## config.mk

```make
export PLATFORM = sky130hd
export DESIGN_NAME = rtc_bus_ctrl
export DESIGN_NICKNAME = d
export VERILOG_FILES = /design/src/rtl/rtc_bus_ctrl.sv
export SDC_FILE = /design/constraint.sdc
export NUM_CORES = 1
export LEC_CHECK = 0
export CAP_MARGIN = 30
export CORE_MARGIN = 5
export CORE_UTILIZATION = 40
export CTS_CLUSTER_DIAMETER = 30
export CTS_CLUSTER_SIZE = 20
export DETAILED_ROUTE_END_ITERATION = 6
export PLACE_DENSITY = 0.73
export SETUP_SLACK_MARGIN = 0.4
export SLEW_MARGIN = 5
export SYNTH_ARGS = -nofsm -noshare
export SYNTH_HDL_FRONTEND = slang
export SYNTH_SLANG_ARGS = --single-unit
```

## constraint.sdc

```tcl
create_clock -name clk -period 2.28 [get_ports clk]
set_clock_uncertainty 0.2 [all_clocks]
set_input_delay 0.228 -clock clk [delete_from_list [all_inputs] [get_ports clk]]
set_output_delay 0.228 -clock clk [all_outputs]
set_load 0.02 [all_outputs]
```

## src/rtl/rtc_bus_ctrl.sv

```systemverilog
// rtc_bus_ctrl: executes one RTC register read or write on the multiplexed
// A/D bus as an address phase followed by a data phase, then pulses rsp_valid.
// All bus-facing outputs come straight from flops so they never glitch.
module rtc_bus_ctrl #(
  parameter int T_STROBE = 4,
  parameter int T_HOLD   = 2,
  parameter int T_GAP    = 3
) (
  input  logic       clk,
  input  logic       reset,
  input  logic       cmd_valid,
  output logic       cmd_ready,
  input  logic       cmd_rw,
  input  logic [7:0] cmd_addr,
  input  logic [7:0] cmd_wdata,
  output logic       rsp_valid,
  output logic [7:0] rsp_rdata,
  output logic       busy,
  output logic       cs_n,
  output logic       rd_n,
  output logic       wr_n,
  output logic       ad_sel,
  output logic [7:0] ad_out,
  output logic       ad_oe,
  input  logic [7:0] ad_in
);

  localparam int TMAX = (T_STROBE > T_HOLD) ?
                        ((T_STROBE > T_GAP) ? T_STROBE : T_GAP) :
                        ((T_HOLD   > T_GAP) ? T_HOLD   : T_GAP);
  localparam int CW   = $clog2(TMAX + 1);

  typedef enum logic [2:0] {
    S_IDLE, S_ADDR, S_AHOLD, S_GAP, S_DATA, S_DHOLD, S_DONE
  } state_t;

  typedef struct packed {
    logic       rw;
    logic [7:0] addr;
    logic [7:0] wdata;
  } cmd_t;

  state_t        state, nxt;
  logic [CW-1:0] cnt, cnt_nxt;
  cmd_t          cmd_q, cmd_nxt;
  logic          accept, last;

  // next-cycle values of the registered outputs
  logic       cs_d, rd_d, wr_d, sel_d, oe_d, rsp_d;
  logic [7:0] aout_d;

  assign cmd_ready = (state == S_IDLE) && !reset;
  assign accept    = cmd_valid && cmd_ready;
  assign busy      = (state != S_IDLE);
  assign last      = (cnt == '0);
  // the accept edge already drives ADDR, so use the live command there
  assign cmd_nxt   = accept ? cmd_t'{rw: cmd_rw, addr: cmd_addr, wdata: cmd_wdata} : cmd_q;

  // state sequencing with a single down-counter reloaded on every state entry
  always_comb begin
    nxt     = state;
    cnt_nxt = last ? '0 : cnt - CW'(1);
    case (state)
      S_IDLE:  begin
        cnt_nxt = '0;
        if (accept) begin nxt = S_ADDR;  cnt_nxt = CW'(T_STROBE - 1); end
      end
      S_ADDR:  if (last) begin nxt = S_AHOLD; cnt_nxt = CW'(T_HOLD - 1);   end
      S_AHOLD: if (last) begin nxt = S_GAP;   cnt_nxt = CW'(T_GAP - 1);    end
      S_GAP:   if (last) begin nxt = S_DATA;  cnt_nxt = CW'(T_STROBE - 1); end
      S_DATA:  if (last) begin nxt = S_DHOLD; cnt_nxt = CW'(T_HOLD - 1);   end
      S_DHOLD: if (last) begin nxt = S_DONE;  cnt_nxt = '0;                end
      S_DONE:  begin nxt = S_IDLE; cnt_nxt = '0; end
      default: begin nxt = S_IDLE; cnt_nxt = '0; end
    endcase
  end

  // bus output decode for the state being entered; ad_sel flips only in
  // GAP/DONE->IDLE where cs_n is high on both sides of the edge
  always_comb begin
    cs_d   = 1'b1;
    rd_d   = 1'b1;
    wr_d   = 1'b1;
    oe_d   = 1'b0;
    rsp_d  = 1'b0;
    sel_d  = ad_sel;
    aout_d = ad_out;
    case (nxt)
      S_IDLE:  sel_d = 1'b0;
      S_ADDR:  begin cs_d = 1'b0; wr_d = 1'b0; sel_d = 1'b0; oe_d = 1'b1; aout_d = cmd_nxt.addr; end
      S_AHOLD: begin sel_d = 1'b0; oe_d = 1'b1; aout_d = cmd_nxt.addr; end
      S_GAP:   sel_d = 1'b1;
      S_DATA:  begin
        cs_d  = 1'b0;
        sel_d = 1'b1;
        if (cmd_nxt.rw) rd_d = 1'b0;
        else begin wr_d = 1'b0; oe_d = 1'b1; aout_d = cmd_nxt.wdata; end
      end
      S_DHOLD: begin
        sel_d = 1'b1;
        if (!cmd_nxt.rw) begin oe_d = 1'b1; aout_d = cmd_nxt.wdata; end
      end
      S_DONE:  rsp_d = 1'b1;
      default: ;
    endcase
  end

  // state, counter, captured command and registered bus outputs
  always_ff @(posedge clk) begin
    if (reset) begin
      state     <= S_IDLE;
      cnt       <= '0;
      cmd_q     <= '0;
      cs_n      <= 1'b1;
      rd_n      <= 1'b1;
      wr_n      <= 1'b1;
      ad_sel    <= 1'b0;
      ad_out    <= 8'h00;
      ad_oe     <= 1'b0;
      rsp_valid <= 1'b0;
      rsp_rdata <= 8'h00;
    end else begin
      state     <= nxt;
      cnt       <= cnt_nxt;
      cmd_q     <= cmd_nxt;
      cs_n      <= cs_d;
      rd_n      <= rd_d;
      wr_n      <= wr_d;
      ad_sel    <= sel_d;
      ad_out    <= aout_d;
      ad_oe     <= oe_d;
      rsp_valid <= rsp_d;
      // read data is sampled at the edge closing the last strobed DATA cycle
      if (state == S_DATA && last && cmd_q.rw) rsp_rdata <= ad_in;
    end
  end

endmodule
```

# After elaboration in Yosys (flattened, before gate mapping)
# Index checks and enable logic that the tools add are counted.
[word_totals] reg_bits=45 in_bits=28 word_cells=69
[op_classes] n_addsub=1 eq_ne=12 n_mux=23 n_bitwise=1 reduce_logical=19
[op_table] cell="2-to-1 mux 3 bit" count=10
[op_table] cell="case mux 3 bit (6 select lines)" count=1
[op_table] cell="2-to-1 mux 17 bit" count=1
[op_table] cell="case mux 8 bit (2 select lines)" count=1
[op_table] cell="equality test 3 bit (second input constant)" count=5
[op_table] cell="case mux 3 bit (5 select lines)" count=1
[op_table] cell="equality test 3 x 2 -> 1 bit (second input constant)" count=4
[op_table] cell="OR reduction 2 bit" count=5
[op_table] cell="logical NOT 3 bit" count=3
[op_table] cell="2-to-1 mux 8 bit" count=1
[op_table] cell="equality test 3 x 1 -> 1 bit (second input constant)" count=2
[op_table] cell="case mux 1 bit (2 select lines)" count=3
[op_table] cell="OR reduction 3 bit" count=2
[op_table] cell="logical AND 1 bit" count=4
[op_table] cell="2-to-1 mux 1 bit" count=4
[op_table] cell="nonzero test 2 bit" count=2
[op_table] cell="nonzero test 3 bit" count=1
[op_table] cell="subtractor 3 x 1 -> 3 bit (second input constant)" count=1
[op_table] cell="2-to-1 mux 2 bit" count=1
[op_table] cell="inequality test 2 bit (second input constant)" count=1
[op_table] cell="AND reduction 2 bit" count=1
[op_table] cell="logical NOT 1 bit" count=1
[op_table] cell="inverter 1 bit" count=1

# Depth between registers and ports, before layout
# Gate-level depths: netlist of run 1.
[depth] word_depth=9 ltp_mapped=7

# Worst setup path after synthesis of run 1
# No wires, ideal clock.
[synth_path] path_type="flip-flop to flip-flop" start="register cnt[0]" end="register ad_out[6]" t_arrival_ns=2.161 t_required_ns=2.021 path_slack_ns=-0.140 stages_incl_launch_ff=8 n_path_buf=2 period_less_slack_ns=2.420 cell_sequence="dfxtp_1 buf_6 nor4b_4 mux2i_4 a32oi_4 buf_8 a2111oi_1 a31o_1"
[synth_via] elab_chain_len=7
[synth_lines] element="from (decl)" line_no="44" text="logic [CW-1:0] cnt, cnt_nxt;"
[synth_lines] element="from (signal assigned)" line_no="124" text="cnt <= cnt_nxt;"
[synth_lines] element="logical NOT 3 bit *" line_no="55" text="assign last = (cnt == '0);"
[synth_lines] element="2-to-1 mux 3 bit, on equally long branches"
[synth_lines] element="case mux 3 bit (6 select lines) *" line_no="63" text="case (state)"
[synth_lines] element="equality test 3 bit, or another cell as far along" line_no="88" text="case (nxt)"
[synth_lines] element="OR reduction 2 bit (no source line)"
[synth_lines] element="inequality test 2 bit (no source line) or nonzero test 2 bit (tied branches)"
[synth_lines] element="AND reduction 2 bit (no source line)"
[synth_lines] element="to (signal assigned)" line_no="130" text="ad_out <= aout_d;"
[synth_lines] element="to (decl)" line_no="23" text="output logic [7:0] ad_out,"
# Mark *: on every way between the ends. The rest lies on a longest branch, timed or not.
# A chain may end at the register's enable or synchronous reset.

# Worst setup path after layout of run 1
[layout_path] start="register cnt[0]" end="register ad_out[2]"
# The elaborated chain is that of the path after synthesis.

==> results of run 1 <==
cell families (layout without fill, tap and decap cells):
group | Yosys count | after routing | share of synthesized area [%]
flip-flops | 45 | 45 | 46.6
XOR/XNOR | 1 | 1 | 0.453
multiplexers | 18 | 18 | 10.0
buffers and inverters | 19 | 93 | 4.92
AND/OR/NAND/NOR | 81 | 81 | 19.4
AO/OA/AOI/OAI | 53 | 53 | 18.6
sequential cells by signal (all words and copies together) (netlist names):
name	cells
ad_oe	1
ad_out	8
ad_sel	1
cmd_q	17
cnt	3
cs_n	1
rd_n	1
rsp_rdata	8
rsp_valid	1
state	3
wr_n	1
power by group through the flow:
| stage | Sequential (mW) | Clock, mW | Combinational [mW] |
|---|---|---|---|
| 2_1_floorplan | 0.975 | 0 | 0.418 |
| 3_3_place_gp | 0.934 | 0 | 0.761 |
| 3_5_place_dp | 0.935 | 0 | 0.768 |
| 4_1_cts | 0.927 | 0.508 | 0.938 |
| 5_1_grt | 0.943 | 0.536 | 1.08 |
| 6_report | 0.932 | 0.491 | 1.01 |
worst max-delay path, stage by stage (launching register included):
cell,delay (ns)
dfxtp_2,0.34
nor4b_4,0.38
mux2i_4,0.36
buf_6,0.14
buf_4,0.11
mux2i_4,0.24
a2111oi_4,0.09
a31o_2,0.22
routing by layer:
metal  wire (um)  global-route usage (%)
met5           0                       0
met3         282                    4.74
met4          41                    3.61
met1        2260                    20.9
met2        2370                    26.0
worst min-delay path by stage:
stage                               startpoint                   end  slack (ns)  depth (start not counted)
after floorplan                          reset       rd_n$_SDFF_PP1_        0.16                          2
after global routing              cmd_wdata[3]   cmd_q[3]$_SDFF_PP0_        0.27                          3
after global placement    cmd_q[15]$_SDFF_PP0_  cmd_q[15]$_SDFF_PP0_        0.24                          2
final                             cmd_wdata[7]   cmd_q[7]$_SDFF_PP0_        0.27                          3
after detailed placement  cmd_q[11]$_SDFF_PP0_  cmd_q[11]$_SDFF_PP0_        0.25                          2
after CTS                  cmd_q[9]$_SDFF_PP0_   cmd_q[9]$_SDFF_PP0_        0.26                          2
what timing repair did:
action                                  4_1_cts  5_1_grt
endpoints found under the setup margin       19       25
gates cloned                                  0        0
pin swaps                                     7       14
buffers inserted                              8        1
gates resized for setup                      38       28
synthesized netlist by cell type:
master,number,area share [%]
dfxtp_1,45,47
nand2_1,36,7.0
a21oi_1,25,6.5
nor2_1,25,4.9
mux2i_1,16,8.3
clkbuf_1,10,1.9
a2111oi_0,7,3.2
o21ai_0,7,1.8
a31o_2,5,2.3
nor3_1,5,1.3
inv_1,4,0.78
nand2b_1,4,1.3
a31o_1,3,1.4
nand3_1,2,0.52
nand3b_1,2,0.78
or3_2,2,0.78
a2111oi_1,1,0.52
a211o_1,1,0.45
a32oi_4,1,1.4
buf_1,1,0.19
buf_2,1,0.26
buf_4,1,0.39
buf_6,1,0.58
buf_8,1,0.78
mux2_2,1,0.58
mux2i_4,1,1.2
nor2b_1,1,0.32
nor3_2,1,0.52
nor4b_1,1,0.45
nor4b_4,1,1.2
o21ai_1,1,0.26
o22a_2,1,0.52
o31ai_1,1,0.39
or4_1,1,0.39
xnor2_1,1,0.45
layout make-up:
type	count	area share, %
multi-input combinational	153	38.3
sequential	45	29.4
timing repair buffer	82	26.2
clock buffer	7	2.80
tap	67	2.72
inverter	4	0.608
stage by stage:
step / area (um^2) / std cells / power, mW
after floorplan: 1970 / 217 / 1.39
after global placement: 2650 / 342 / 1.70
after detailed placement: 2650 / 342 / 1.70
after CTS: 3000 / 357 / 2.37
after global routing: 3090 / 358 / 2.56
final: 3090 / 358 / 2.43
==> flow_summary.json, run 1 <==
{
  "gp_congestion": 0.897,
  "power.switching_mw": 0.809,
  "crit_path_start": "cnt[0]$_SDFF_PP0_",
  "power.share.clock_pct": 20.2,
  "cts_made_buffers": 5,
  "die_x_um": 79.5,
  "cp.arrival_ns": 2.18,
  "clockBufferDepth": 2,
  "drc": 0,
  "maxSlewHeadroom_pct": 77.5,
  "critPathLaunchType": "register",
  "finalCriticalPeriod_ns": 2.18,
  "fin_nets": 319,
  "track_usage_pct": 16.0,
  "synthesis.nets": 245,
  "syn_area_mm2": 0.00193,
  "status": "completed",
  "dp_slack_ns": -0.0497,
  "finalCritPeriodShare_pct": 95.8,
  "num_rows": 25,
  "powerDensity_mw_per_mm2": 788,
  "layout_common_cells": "clkdlybuf4s50_1 (49), dfxtp_1 (41), nand2_1 (36), a21oi_1 (25), nor2_1 (24)",
  "clkLatencyLatePin_ns": 0.29,
  "viasPerCell": 4.99,
  "drt_iter0_drc": 74,
  "firstDrtPassIters": 4,
  "fillers": 391,
  "grt_pass1_vias": 1679,
  "final-hold-violation-count": 0,
  "pwr-share-seq_pct": 38.4,
  "core_mm2": 0.00472,
  "worst_slew_pin_slew_ns": 0.336,
  "ant_nets": 0,
  "seq_area_frac_synth_pct": 46.6,
  "drv_slew": 0,
  "critPathCaptureType": "register",
  "synth_cell_types": 35,
  "crit_end": "ad_out[2]$_SDFFE_PP0P_",
  "dieArea_mm2": 0.00633,
  "grt_max_degree": 39,
  "p_sw_share_pct": 33.3,
  "holdWs_ns": 0.271,
  "grt_antenna_before_repair": 0,
  "cts_hold_buf": 0,
  "crit_fanout": 3,
  "num_vias": 1787,
  "grt_overflow": 0,
  "drt-total-wl_mm": 4.96,
  "antenna_cells": 0,
  "grt_first_pass_wirelength_mm": 8.09,
  "dp_hpwl_mm": 3.25,
  "maxCapViolCount": 0,
  "finalSetupTns_ns": 0,
  "cp.required_ns": 2.27,
  "io_pins": 52,
  "postLayoutSetupSlackWorst_ns": 0.0956,
  "die_y_um": 79.5,
  "rrSetupSlack_ns": 0.1,
  "drive_above_1_share_pct": 26.5,
  "initial_core_util_pct": 41.0,
  "worstHoldPathType": "in -> reg",
  "path_class": "reg -> reg",
  "cts_tree": "built",
  "multi_input_area_mm2": 0.00118,
  "setup_viol": 0,
  "syn_to_final_growth_pct": 59.5,
  "leakagePower_nw": 1.12,
  "final_util_pct": 65.3,
  "rr_startpoint": "cnt[0]$_SDFF_PP0_",
  "rsz0062_at_grt": "yes",
  "r2r-end": "ad_out[2]$_SDFFE_PP0P_",
  "h-tree-depth": 2,
  "mostFrequentLayoutCell": "clkdlybuf4s50_1",
  "path_clk_slew_ns": 0.08,
  "ir_drop_mv": 0.481,
  "wl_per_cell_um": 13.8,
  "portBuffers": 51,
  "syn_avg_cell_area_um2": 8.91,
  "cts_sinks": 45,
  "regArea_um2": 906,
  "fmax_mhz": 458,
  "p_int_mw": 1.62,
  "synth-seq-cells": 45,
  "reg2reg_depth": 7,
  "synthCells": 217,
  "power_frac_comb_pct": 41.4,
  "synth_warnings": 0,
  "clock-root-buffer": "clkbuf_8"
}
Power figures use the tool's default switching activity.
==> inputs of run 2 (changes only) <==
--- a/config.mk
+++ b/config.mk
@@ -12,7 +12,7 @@
 export CTS_CLUSTER_SIZE = 20
 export DETAILED_ROUTE_END_ITERATION = 6
 export PLACE_DENSITY = 0.73
-export SETUP_SLACK_MARGIN = 0.4
+export SETUP_SLACK_MARGIN = 0.15
 export SLEW_MARGIN = 5
 export SYNTH_ARGS = -nofsm -noshare
 export SYNTH_HDL_FRONTEND = slang
==> constraint.sdc (replaced) <==
create_clock -name clk -period 2.28 [get_ports clk]
set_clock_uncertainty 0.2 [all_clocks]
set_input_delay 0.228 -clock clk [delete_from_list [all_inputs] [get_ports clk]]
set_output_delay 0.228 -clock clk [all_outputs]
set_load 0.1 [all_outputs]
==> flow_summary.json, run 2 (synthesis gave the netlist of run 1 again) <==
{
  "dieArea_mm2": 0.00633,
  "worst_slew_pin_slew_ns": 0.494,
  "multi_input_area_mm2": 0.00106,
  "gp_congestion": 0.801,
  "grt_max_degree": 41,
  "cts_sinks": 45,
  "syn_to_final_growth_pct": 46.8,
  "grt_antenna_before_repair": 0,
  "drv_slew": 0,
  "reg_top3": "cmd_q x17, ad_out x8, rsp_rdata x8",
  "drt_iter0_drc": 105,
  "h-tree-depth": 2,
  "ant_nets": 0,
  "regMostFlops": "cmd_q",
  "core_mm2": 0.00472,
  "grt_overflow": 0,
  "die_y_um": 79.5,
  "critPathCaptureType": "register",
  "path_buf_inv": 1,
  "clockBufferDepth": 2,
  "finalInstanceArea_mm2": 0.00284,
  "crit_fanout": 8,
  "maxSlewHeadroom_pct": 67.1,
  "layout_common_cells": "dfxtp_1 (41), nand2_1 (36), buf_4 (33), clkdlybuf4s50_1 (27), a21oi_1 (25)",
  "cts_hold_buf": 0,
  "clock-root-buffer": "clkbuf_8",
  "drive_above_1_share_pct": 28.6,
  "grt_pass1_vias": 1694,
  "setup_viol": 0,
  "final_util_pct": 60.1,
  "cts_made_buffers": 5,
  "ir_drop_mv": 0.570,
  "regArea_um2": 911,
  "io_pins": 52,
  "fin_nets": 303,
  "path_class": "reg -> reg",
  "status": "completed",
  "wl_per_cell_um": 14.2,
  "critPathLaunchType": "register",
  "finalCritPeriodShare_pct": 94.5,
  "dp_hpwl_mm": 3.27,
  "fmax_mhz": 464,
  "firstDrtPassIters": 4,
  "cp.arrival_ns": 2.15,
  "fillers": 415,
  "portBuffers": 51,
  "mostFrequentLayoutCell": "dfxtp_1",
  "placed_cells": 334,
  "final-hold-violation-count": 0,
  "leakagePower_nw": 1.09,
  "finalCriticalPeriod_ns": 2.16,
  "cp_slowest_stage_delay_ns": 0.36,
  "crit_chain": "nor4b_4 > mux2i_4 > buf_12 > mux2i_1 > a2111oi_2 > a31o_2",
  "dpl_cell_area_mm2": 0.00261,
  "die_x_um": 79.5,
  "clkLatencyLatePin_ns": 0.30,
  "initial_core_util_pct": 41.0,
  "num_vias": 1738,
  "worstHoldPathType": "reg -> reg",
  "postLayoutSetupSlackWorst_ns": 0.125,
  "grt_first_pass_wirelength_mm": 8.10,
  "antenna_cells": 0,
  "maxCapViolCount": 0,
  "viasPerCell": 5.07,
  "num_rows": 25,
  "dp_slack_ns": 0.0815,
  "cp.required_ns": 2.27,
  "rsz0062_at_grt": "yes",
  "crit_slowest_cell": "dfxtp_4",
  "path_clk_slew_ns": 0.09,
  "drc": 0,
  "fin_cells": 343,
  "cts_tree": "built",
  "powerDensity_mw_per_mm2": 985,
  "track_usage_pct": 16.3,
  "drt-total-wl_mm": 4.88,
  "cp_top_family": "multiplexers",
  "largest_reg_flops": 17
}
-- run 2: cell types whose count changed in the layout (fill, tap and decap cells not counted), sizes merged --
cell | previous run | this run
bufinv | 0 | 2
clkinv | 0 | 1
clkbuf | 8 | 5
buf | 32 | 39
clkdlybuf4s50 | 49 | 27
-- run 2: final timing paths --
| path | slack [ns] | end | from | cells past startpoint |
|---|---|---|---|---|
| worst min-delay path | 0.26 | cmd_q[13]$_SDFF_PP0_ | cmd_q[13]$_SDFF_PP0_ | 2 |
| worst max-delay path | 0.12 | ad_out[2]$_SDFFE_PP0P_ | cnt[1]$_SDFF_PP0_ | 6 |
| worst max register to register | 0.12 | ad_out[2]$_SDFFE_PP0P_ | cnt[1]$_SDFF_PP0_ | 6 |
| worst min register to register | 0.26 | cmd_q[13]$_SDFF_PP0_ | cmd_q[13]$_SDFF_PP0_ | 2 |
-- run 2: cell type report --
type                            count  share of cell area, %
Inverter                            4                  0.661
Clock inverter                      3                   2.29
Clock buffer                        5                   2.42
Sequential cell                    45                   32.1
Timing Repair Buffer               66                   22.3
Tap cell                           67                   2.95
Multi-Input combinational cell    153                   37.3
-- run 2: what timing repair did --
item | CTS | global route
setup endpoints to repair | 16 | 11
gates resized for setup | 13 | 9
setup buffers | 0 | 1
pin swaps | 8 | 6
-- run 2: worst reg2reg max path, stage by stage, from the launching register on --
cell and delay, ns:
dfxtp_4 0.36, nor4b_4 0.36, mux2i_4 0.36, buf_12 0.19, mux2i_1 0.25, a2111oi_2 0.10, a31o_2 0.22
-- run 2: per-layer routing --
metal / up-vias / track usage [%] / share of wire, %
met5: - / 0 / 0
met4: 0 / 8.59 / 2.6
met3: 12 / 3.61 / 5.3
met2: 42 / 26.1 / 47
met1: 803 / 20.4 / 45
li1: 881 / - / -
-- run 2: through the flow --
stage | TNS [ns] | power (mW) | hold slack, ns
final | 0 | 2.80 | 0.258
after global routing | 0 | 2.93 | 0.271
after CTS | 0 | 2.80 | 0.259
after detailed placement | 0 | 2.05 | 0.247
after global placement | 0 | 2.04 | 0.241
after floorplan | -1.11 | 1.72 | 0.155
-- run 2: where the power goes --
part	switching, mW	internal (mW)
logic	0.731	0.421
registers	0.0687	0.870
clock network	0.273	0.435
total	1.07	1.73
